### src/rtl/lcd_pattern_pkg.sv
// Shared definitions for the LCD test-pattern sequencer.
//   PAT_*           3-bit pattern codes as shown on pattern_idx
//   C_*             RGB565 colour constants {r[4:0],g[5:0],b[4:0]}
//   db_state_t      key debouncer state
//   step_state_t    pattern-step state (idle / step pending until next frame)
//   band_edge()     first column of bit-walk band k for a given active width
package lcd_pattern_pkg;

    localparam logic [2:0] PAT_BITWALK = 3'd0;
    localparam logic [2:0] PAT_RED     = 3'd1;
    localparam logic [2:0] PAT_GREEN   = 3'd2;
    localparam logic [2:0] PAT_BLUE    = 3'd3;
    localparam logic [2:0] PAT_WHITE   = 3'd4;
    localparam logic [2:0] PAT_BLACK   = 3'd5;
    localparam logic [2:0] PAT_GRID    = 3'd6;
    localparam logic [2:0] PAT_RAMP    = 3'd7;

    localparam logic [15:0] C_RED   = 16'hF800;
    localparam logic [15:0] C_GREEN = 16'h07E0;
    localparam logic [15:0] C_BLUE  = 16'h001F;
    localparam logic [15:0] C_WHITE = 16'hFFFF;
    localparam logic [15:0] C_BLACK = 16'h0000;

    typedef enum logic {DB_ARMED, DB_HELD} db_state_t;
    typedef enum logic {ST_IDLE, ST_PEND} step_state_t;

    // Band k spans [band_edge(k), band_edge(k+1)); only ever called with
    // elaboration-time constants, so it folds to a fixed comparator threshold.
    function automatic int unsigned band_edge(input int unsigned k, input int unsigned h_active);
        return (h_active * k) / 16;
    endfunction

endpackage

### src/rtl/key_debounce.sv
// Key synchroniser and debouncer.
//   clk, rst_n   clock, asynchronous active-low reset
//   key_n        raw active-low key, asynchronous to clk
//   key_step     one-cycle pulse when a press is accepted
// A press needs DEBOUNCE_CYC consecutive low samples; afterwards the key must
// read high for DEBOUNCE_CYC consecutive samples before the next press can be
// accepted, so a held key yields exactly one pulse.
module key_debounce
    import lcd_pattern_pkg::*;
#(
    parameter int DEBOUNCE_CYC = 660000
) (
    input  logic clk,
    input  logic rst_n,
    input  logic key_n,
    output logic key_step
);

    localparam int CNT_W = $clog2(DEBOUNCE_CYC + 1);

    logic             key_meta;
    logic             key_sync;
    db_state_t        state;
    db_state_t        state_nxt;
    logic [CNT_W-1:0] cnt;
    logic [CNT_W-1:0] cnt_nxt;
    logic             step_nxt;
    logic             target_lvl;

    // Synchroniser resets to the released level so reset never looks like a press.
    always_ff @(posedge clk or negedge rst_n) begin
        if (!rst_n) begin
            key_meta <= 1'b1;
            key_sync <= 1'b1;
        end else begin
            key_meta <= key_n;
            key_sync <= key_meta;
        end
    end

    always_ff @(posedge clk or negedge rst_n) begin
        if (!rst_n) begin
            state    <= DB_ARMED;
            cnt      <= '0;
            key_step <= 1'b0;
        end else begin
            state    <= state_nxt;
            cnt      <= cnt_nxt;
            key_step <= step_nxt;
        end
    end

    // The counter measures a run of the level that would flip the state:
    // low while armed, high while held. Any other sample restarts the run.
    always_comb begin
        state_nxt  = state;
        cnt_nxt    = '0;
        step_nxt   = 1'b0;
        target_lvl = (state == DB_HELD);
        if (key_sync == target_lvl) begin
            if (cnt == CNT_W'(DEBOUNCE_CYC - 1)) begin
                state_nxt = (state == DB_ARMED) ? DB_HELD : DB_ARMED;
                step_nxt  = (state == DB_ARMED);
            end else begin
                cnt_nxt = cnt + 1'b1;
            end
        end
    end

endmodule

### src/rtl/lcd_pattern_sequencer.sv
// Test-pattern scheduler between the LCD timing generator and the LCD pins.
//   rgb_clk, rgb_rst_n        pixel clock, asynchronous active-low reset
//   key_n                     user key (active low, asynchronous)
//   auto_en                   auto-advance every FRAMES_PER_PAT frames
//   in_hs/in_vs/in_de         timing-generator syncs and data enable
//   in_x/in_y                 active-area column / row
//   out_hs/out_vs/out_de      inputs delayed one cycle
//   out_rgb                   RGB565 pixel aligned with out_de (0 when out_de=0)
//   pattern_idx               pattern currently displayed
// The pattern only changes at a frame boundary (in_vs entering VS_POL).
module lcd_pattern_sequencer
    import lcd_pattern_pkg::*;
#(
    parameter int   H_ACTIVE       = 800,
    parameter int   V_ACTIVE       = 480,
    parameter int   FRAMES_PER_PAT = 120,
    parameter int   DEBOUNCE_CYC   = 660000,
    parameter logic VS_POL         = 1'b0
) (
    input  logic        rgb_clk,
    input  logic        rgb_rst_n,
    input  logic        key_n,
    input  logic        auto_en,
    input  logic        in_hs,
    input  logic        in_vs,
    input  logic        in_de,
    input  logic [9:0]  in_x,
    input  logic [9:0]  in_y,
    output logic        out_hs,
    output logic        out_vs,
    output logic        out_de,
    output logic [15:0] out_rgb,
    output logic [2:0]  pattern_idx
);

    localparam int CNT_W = (FRAMES_PER_PAT > 1) ? $clog2(FRAMES_PER_PAT) : 1;

    logic             key_step;
    logic             vs_prev;
    logic             fb;
    logic             auto_step;
    step_state_t      st;
    step_state_t      st_nxt;
    logic [2:0]       pat_nxt;
    logic [CNT_W-1:0] frame_cnt;
    logic [CNT_W-1:0] cnt_nxt;
    logic [15:1]      band_ge;
    logic [3:0]       band;
    logic [15:0]      pix;

    key_debounce #(
        .DEBOUNCE_CYC(DEBOUNCE_CYC)
    ) u_key (
        .clk     (rgb_clk),
        .rst_n   (rgb_rst_n),
        .key_n   (key_n),
        .key_step(key_step)
    );

    // vs_prev resets to the active level so an already-active vsync at reset
    // release is not mistaken for a new frame.
    always_ff @(posedge rgb_clk or negedge rgb_rst_n) begin
        if (!rgb_rst_n) vs_prev <= VS_POL;
        else            vs_prev <= in_vs;
    end

    assign fb        = (in_vs == VS_POL) && (vs_prev != VS_POL);
    assign auto_step = auto_en && (frame_cnt == CNT_W'(FRAMES_PER_PAT - 1));

    always_ff @(posedge rgb_clk or negedge rgb_rst_n) begin
        if (!rgb_rst_n) begin
            st          <= ST_IDLE;
            pattern_idx <= PAT_BITWALK;
            frame_cnt   <= '0;
        end else begin
            st          <= st_nxt;
            pattern_idx <= pat_nxt;
            frame_cnt   <= cnt_nxt;
        end
    end

    // Key and auto requests within one frame merge into a single increment;
    // a key pulse coinciding with fb is consumed by that same fb.
    always_comb begin
        st_nxt  = st;
        pat_nxt = pattern_idx;
        cnt_nxt = frame_cnt;
        if (fb) begin
            if (st == ST_PEND || key_step || auto_step) begin
                pat_nxt = pattern_idx + 3'd1;
                st_nxt  = ST_IDLE;
                cnt_nxt = '0;
            end else if (auto_en) begin
                cnt_nxt = frame_cnt + 1'b1;
            end
        end else if (key_step) begin
            st_nxt = ST_PEND;
        end
        if (!auto_en) cnt_nxt = '0;
    end

    // Bit-walk band: thermometer of constant thresholds, then pick the highest set.
    for (genvar k = 1; k < 16; k++) begin : g_band
        assign band_ge[k] = (32'(in_x) >= band_edge(k, H_ACTIVE));
    end

    always_comb begin
        band = '0;
        for (int k = 1; k < 16; k++) begin
            if (band_ge[k]) band = 4'(k);
        end
    end

    always_comb begin
        pix = C_BLACK;
        case (pattern_idx)
            PAT_BITWALK: pix = 16'h8000 >> band;
            PAT_RED:     pix = C_RED;
            PAT_GREEN:   pix = C_GREEN;
            PAT_BLUE:    pix = C_BLUE;
            PAT_WHITE:   pix = C_WHITE;
            PAT_BLACK:   pix = C_BLACK;
            PAT_GRID:    pix = ((in_x[4:0] == 5'd0) || (in_y[4:0] == 5'd0) ||
                                (in_x == 10'(H_ACTIVE - 1)) || (in_y == 10'(V_ACTIVE - 1)))
                               ? C_WHITE : C_BLACK;
            PAT_RAMP:    pix = {in_x[9:5], in_x[9:5], in_x[4], in_x[9:5]};
            default:     pix = C_BLACK;
        endcase
    end

    always_ff @(posedge rgb_clk or negedge rgb_rst_n) begin
        if (!rgb_rst_n) begin
            out_hs  <= 1'b0;
            out_vs  <= 1'b0;
            out_de  <= 1'b0;
            out_rgb <= 16'h0000;
        end else begin
            out_hs  <= in_hs;
            out_vs  <= in_vs;
            out_de  <= in_de;
            out_rgb <= in_de ? pix : 16'h0000;
        end
    end

endmodule

### config.mk
export PLATFORM = sky130hd
export DESIGN_NAME = lcd_pattern_sequencer
export DESIGN_NICKNAME = d
export VERILOG_FILES = /design/src/rtl/lcd_pattern_pkg.sv /design/src/rtl/key_debounce.sv /design/src/rtl/lcd_pattern_sequencer.sv
export SDC_FILE = /design/constraint.sdc
export NUM_CORES = 1
export LEC_CHECK = 0
export CORE_UTILIZATION = 45
export CTS_CLUSTER_DIAMETER = 40
export CTS_CLUSTER_SIZE = 14
export DETAILED_ROUTE_END_ITERATION = 10
export PLACE_DENSITY = 0.8
export SYNTH_ARGS = -nofsm -noshare
export SYNTH_HDL_FRONTEND = slang
export SYNTH_SLANG_ARGS = --single-unit
### constraint.sdc
create_clock -name rgb_clk -period 2.55 [get_ports rgb_clk]
set_clock_uncertainty 0.2 [all_clocks]
set_input_delay 0.51 -clock rgb_clk [delete_from_list [all_inputs] [get_ports rgb_clk]]
set_output_delay 0.51 -clock rgb_clk [all_outputs]
set_load 0.01 [all_outputs]
Word-level counts from Yosys, hierarchy flattened
Index checks and enable logic that the tools add are counted.
- register bits: 54
- logic and storage cells: 90
- bitwise operators: 2
- shifts and indexed selects: 1
- mux-type cells: 29
- reduce and logical (&&, ||, !) cells: 14
- add/sub/neg operators: 3
- $lt $le $gt $ge: 15
- equal/unequal tests: 14
- operators with widths (cell ; count):
    16-bit one-hot mux with 8 select lines ; 1
    10-bit >= comparator, second input constant ; 5
    10-bit by 9-bit >= comparator with 1-bit output, second input constant ; 5
    20-bit two-way mux ; 2
    4-bit two-way mux ; 9
    16-bit two-way mux ; 2
    10-bit by 8-bit >= comparator with 1-bit output, second input constant ; 3
    7-bit two-way mux ; 3
    20-bit by 1-bit adder with 20-bit output, second input constant ; 1
    20-bit == test, second input constant ; 1
    16-bit by 4-bit right shift with 16-bit output, first input constant ; 1
    3-bit == test, second input constant ; 4
    10-bit == test, second input constant ; 1
    10-bit by 9-bit == test with 1-bit output, second input constant ; 1
    10-bit by 6-bit >= comparator with 1-bit output, second input constant ; 1
    10-bit by 7-bit >= comparator with 1-bit output, second input constant ; 1
    5-bit logical NOT ; 2
    3-bit two-way mux ; 3
    7-bit by 1-bit adder with 7-bit output, second input constant ; 1
    7-bit == test, second input constant ; 1
    1-bit two-way mux ; 7
    3-bit by 2-bit == test with 1-bit output, second input constant ; 2
    2-bit AND reduction ; 3
    1-bit logical OR ; 5
    other kinds (9) ; 13

Logic depth before layout (Yosys ltp)
Gate-level depths: netlist of the first run.
- depth after elaboration: 19
- mapped depth: 10

By module
From an unflattened synthesis of the first run, not the netlist that was laid out.
- cell total of the unflattened synthesis: 325
- area total of the unflattened synthesis: 3074.2 µm²
- modules (own cells, without submodules) (module ; instances ; cells each ; area an instance (µm²)):
    lcd_pattern_sequencer ; 1 ; 214 ; 1931.9
    key_debounce ; 1 ; 111 ; 1142.3

Worst setup path after synthesis of the first run
Ideal clock, no wire load.
- path type: reg2reg
- start point: reg pattern_idx[0]
- end point: reg out_rgb[15]
- slack: 0.015 ns
- buffers on the path: 2
- setup time: 0.104 ns
- data required time: 2.246 ns
- arrival: 2.231 ns
- cell stages (with the launch flop): 10
- path through: dfrtp_1 ha_1 ha_1 clkbuf_1 nor3_1 and2_1 clkbuf_1 a21oi_1 nor2b_1 a221oi_1
- word-level cells in the longest chain between the ends: 3
- ends and longest elaborated chain (item ; line ; text):
    start, declared ; lcd_pattern_sequencer.sv:33 ; output logic [2:0] pattern_idx
    start signal, assigned ; lcd_pattern_sequencer.sv:77 ; pattern_idx <= pat_nxt;
    3-bit == test (tied with other cells) ; lcd_pattern_sequencer.sv:116 ; case (pattern_idx)
    16-bit one-hot mux with 8 select lines (*) ; lcd_pattern_sequencer.sv:116 ;
    16-bit two-way mux (*) ; lcd_pattern_sequencer.sv:141 ; out_rgb <= in_de ? pix : 16'h0000;
    end signal, assigned ; lcd_pattern_sequencer.sv:141 ;
    end, declared ; lcd_pattern_sequencer.sv:32 ; output logic [15:0] out_rgb,
Every way passes the cells marked *; elsewhere a longest branch is shown, timed or not.
A chain may end at the register's enable or synchronous reset.

Worst setup path after layout of the first run
- start point: in in_x[5]
- end point: reg out_rgb[13]
- word-level cells in the longest chain between the ends: 19
- ends and longest elaborated chain (item ; line ; text):
    start, declared ; lcd_pattern_sequencer.sv:27 ; input logic [9:0] in_x,
    10-bit by 6-bit >= comparator with 1-bit output ; lcd_pattern_sequencer.sv:104 ; assign band_ge[k] = (32'(in_x) >= band_edge(k, H_ACTIVE));
    1-bit two-way mux ; lcd_pattern_sequencer.sv:110 ; if (band_ge[k]) band = 4'(k);
    2-bit two-way mux (2 in a row) ; lcd_pattern_sequencer.sv:110 ;
    3-bit two-way mux (3 in a row) ; lcd_pattern_sequencer.sv:110 ;
    4-bit two-way mux (9 in a row) ; lcd_pattern_sequencer.sv:110 ;
    16-bit by 4-bit right shift with 16-bit output ; lcd_pattern_sequencer.sv:117 ; PAT_BITWALK: pix = 16'h8000 >> band;
    16-bit one-hot mux with 8 select lines (*) ; lcd_pattern_sequencer.sv:116 ;
    16-bit two-way mux (*) ; lcd_pattern_sequencer.sv:141 ;
Marked as above.

==> results.md, run 1 <==
- Unique masters post-synth: 61
- First DRT Iteration DRCs: 156
- # Max-Cap Violations: 0
- IO buf count: between 40 and 50
- Synthesized flop and latch total: 54
- Post-Layout Inst Area: between 4000 and 5000 µm²
- Worst skew pair latency: approximately 0.31 ns
- DR top layer: met4
- Pleak: between 1.5 and 2 nW
- Crit path cell chain: dlygate4sd2_1, or3_4, a31o_4, o31ai_4, o31ai_2, a21o_1, a221oi_2
- # IOs: about 50
- Largest net degree at the start of global routing: 55
- Max Root-Sink Buffers: 2
- Die Y-Extent: 85.71 µm
- WL per Instance: ~15 µm
- DP HPWL: 6.042 mm
- Top cells by count, synth: 52 x dfrtp_1, 50 x nor2_1, 31 x nand2_1, 17 x a21oi_1, 14 x nand3_1
- Net Count, Synth: 379
- Async SR Flop Fraction: between 90% and 100%
- Synth top area share: ~41%
- Vias in the first global route: 2820
- Final Hold Viols: 0
- Metal2 WL: around 3.9 mm
- Critical Path RT: 2.56 ns
- Seq pwr share: ~39%
- Max transition margin: between 50% and 60%
- Endpoint type of the worst setup path: flip-flop
- CTS tree: built
- Post-route ant nets: 0
- Max Fclk: about 0.41 GHz
- Largest cells by area after synthesis: dfrtp_1 41%, nor2_1 6.0%, nand2_1 3.7%, xor2_1 3.3%, ha_1 3.2%
- Synth Flop Type: dfrtp_1
- Worst slew pin tran: 0.6829 ns
- Switching pwr: 0.8406 mW
- Minimum clock period: 2.413 ns
- CP top delay family: compound AO/OA/AOI/OAI gates
- DRT met1 WL: 3.784 mm
- Final wirelength: 8.098 mm
- Nets: 474
- First-pass GRT wire length: 13.50 mm
- Row Count: 30
- Part of the power in combinational logic: 38.0%
- Setup TNS Final: 0 ns
- Arrival @ worst endpoint: 2.42 ns
- Number of synthesized flops with an enable pin: 0
- Dpl cell area: roughly 4100 µm²
- Buffers & Inverters on Critical Path: 1
- Fill cells: 568
- Final Hold Slack: between 0.1 and 0.15 ns
- Mapped Cells: between 300 and 400
- # setup viols final: 0
- Die area: 7345 µm²
- CP Class: in2reg
- Number of diodes: 0
- Vias: 2906
- RSZ-0062 raised after global routing: false
- IR drop worst, VDD: 0.2957 mV
- Core ar.: 6794 µm²
- Mapped Avg Cell Area: 9.166 µm²
- CP Launch Type: primary input
- Pre-antenna DRT Iters: 4
- Seq/Total Area, Yosys: 42.94%
- Worst-path fanout max: 8
- Final Max Tran Viols: 0
- Critical path's slowest cell: or3_4
- P&R area growth vs syn: 36.59%
- Total Routing Usage GR: 23.01%
- Syn. warnings: 0
- Final Wtd Congestion: 0.9326
- Synthesized area: 3153 µm²
- Sw frac: around 32%
- HP Class: in2async
- Fin crit share: between 90% and 100%
- Initial antenna violation count: 0
- Die W: 85.71 µm
- Status: complete, no violations
- Via-to-Cell Ratio: approximately 5.4
- Share of cells above drive strength 1: 21.14%
- Cell area power density: 606.6 nW/µm²
- Final Util: 63.39%
- Pwr Total: 2.612 mW
- GR Overflow Total: 0
- P_int: roughly 1.8 mW
- Max incr delay on CP: 0.43 ns
- Clock network power share: 23.2%
- Clk slew on worst S/H paths: 0.09 ns
- Starting Density: 46.41%
- CTS Sinks: 54
- Clock root buffer: clkbuf_8
- DRC viols: 0
- Met3 wire len: 291 µm
- Count leader, synth: dfrtp_1
- Number of CTS-inserted buffers: 5
- Synth area leader: dfrtp_1
- Deepest level of the CTS H-tree: 2
[power groups by stage]
| stage | registers, mW | logic, mW | clock network, mW |
|---|---|---|---|
| floorplan | 1.07 | 0.411 | 0 |
| global placement | 1.03 | 0.941 | 0 |
| detailed placement | 1.03 | 0.951 | 0 |
| CTS | 1.01 | 0.963 | 0.621 |
| global route | 1.02 | 1.07 | 0.657 |
| finish | 1.01 | 0.993 | 0.607 |
[worst register-to-register path, cell delays in order (launching register included)]
cell,delay [ns]
dfrtp_1,0.45
ha_1,0.24
ha_1,0.20
nor3_1,0.29
nand2_1,0.22
nor4_1,0.38
buf_4,0.18
a311oi_1,0.04
[through the flow]
stage | setup WS, ns | std cells
5_1_grt | 0.05115 | 536
4_1_cts | -0.05234 | 534
3_5_place_dp | -0.4487 | 526
3_3_place_gp | -0.3832 | 526
6_report | 0.1372 | 536
2_1_floorplan | 0.01500 | 344
[cells in the final DEF, fill, tap and decap left out, types with 6 or more instances in the layout]
cell type	synthesis	layout
nand2_1	31	31
nor2_1	50	50
dlymetal6s2s_1	0	6
xnor2_1	11	11
clkdlybuf4s50_1	0	38
and3_1	7	7
dfrtp_1	52	52
a21oi_1	17	17
ha_1	8	8
xor2_1	12	12
clkbuf_8	0	6
buf_4	1	55
nand3_1	14	14
inv_1	11	11
nand4_1	7	7
o21ai_0	13	13
nor3_1	9	7
[timing repair]
action                                  4_1_cts  5_1_grt
buffers inserted                              0        1
gates resized for setup                       9       19
pin swaps                                     0        8
endpoints found under the setup margin       11       15
hold buffers                                  0        0
cloned                                        0        1
[per-layer routing]
metal	vias to the layer above	GRT usage [%]
li1	1425	-
met1	1390	32.41
met2	77	37.31
met3	14	2.887
met4	0	6.667
met5	-	0
[area by class of cell]
cell class | instances | area (µm²) | area share, %
well taps | 96 | 120.1 | 2.789
clock inverters | 2 | 38.79 | 0.9006
clock buffers | 6 | 82.58 | 1.917
flip-flops and latches | 54 | 1354 | 31.44
inverters | 11 | 41.29 | 0.9587
multi-input cells | 262 | 1758 | 40.82
repair buffers | 105 | 912.1 | 21.18
[kinds of logic (layout without fill, tap and decap cells)]
group                      after synthesis  in the layout  synth area share, %
AOI/OAI and AO/OA                       81             81                19.76
xor gates and xnor gates                23             23                6.389
adders and majority gates                8              8                3.175
buffers and inverters                   28            124                4.405
DFF                                     54             54                42.94
muxes                                    2              2               0.6746
and+or+nand+nor                        148            148                22.66
[registers in the layout, summed over array words and instances, names as in the netlist]
| name | count |
|---|---|
| frame_cnt | 7 |
| out_de | 1 |
| out_hs | 1 |
| out_rgb | 16 |
| out_vs | 1 |
| pattern_idx | 3 |
| st | 1 |
| u_key.cnt | 20 |
| u_key.key_meta | 1 |
| u_key.key_step | 1 |
| u_key.key_sync | 1 |
| u_key.state | 1 |
[path summary, 6_finish.rpt]
kind	from	end	slack, ns	depth (start not counted)
setup / recovery	in_x[5]	out_rgb[13]$_DFF_PN0_	0.14	7
hold / removal	rgb_rst_n	out_de$_DFF_PN0_	0.12	2
setup reg to reg	pattern_idx[0]$_DFFE_PN0P_	out_rgb[8]$_DFF_PN0_	0.22	7
hold reg to reg	u_key.key_meta$_DFF_PN1_	u_key.key_sync$_DFF_PN1_	0.16	0
max in group asynchronous	rgb_rst_n	u_key.cnt[14]$_DFF_PN0_	1.58	2
min in group rgb_clk	u_key.key_meta$_DFF_PN1_	u_key.key_sync$_DFF_PN1_	0.16	0
Note: power is estimated with default switching activity, not from simulation.
==> inputs of run 2 (changes only) <==
- CTS_CLUSTER_DIAMETER: 40 -> not set
==> results of run 2 <==
Final layout, timing and power as in run 1 (identical DEF).
==> inputs of run 3 (changes only) <==
- CAP_MARGIN: not set -> 10
==> results of run 3 <==
Final layout, timing and power as in run 1 (identical DEF).
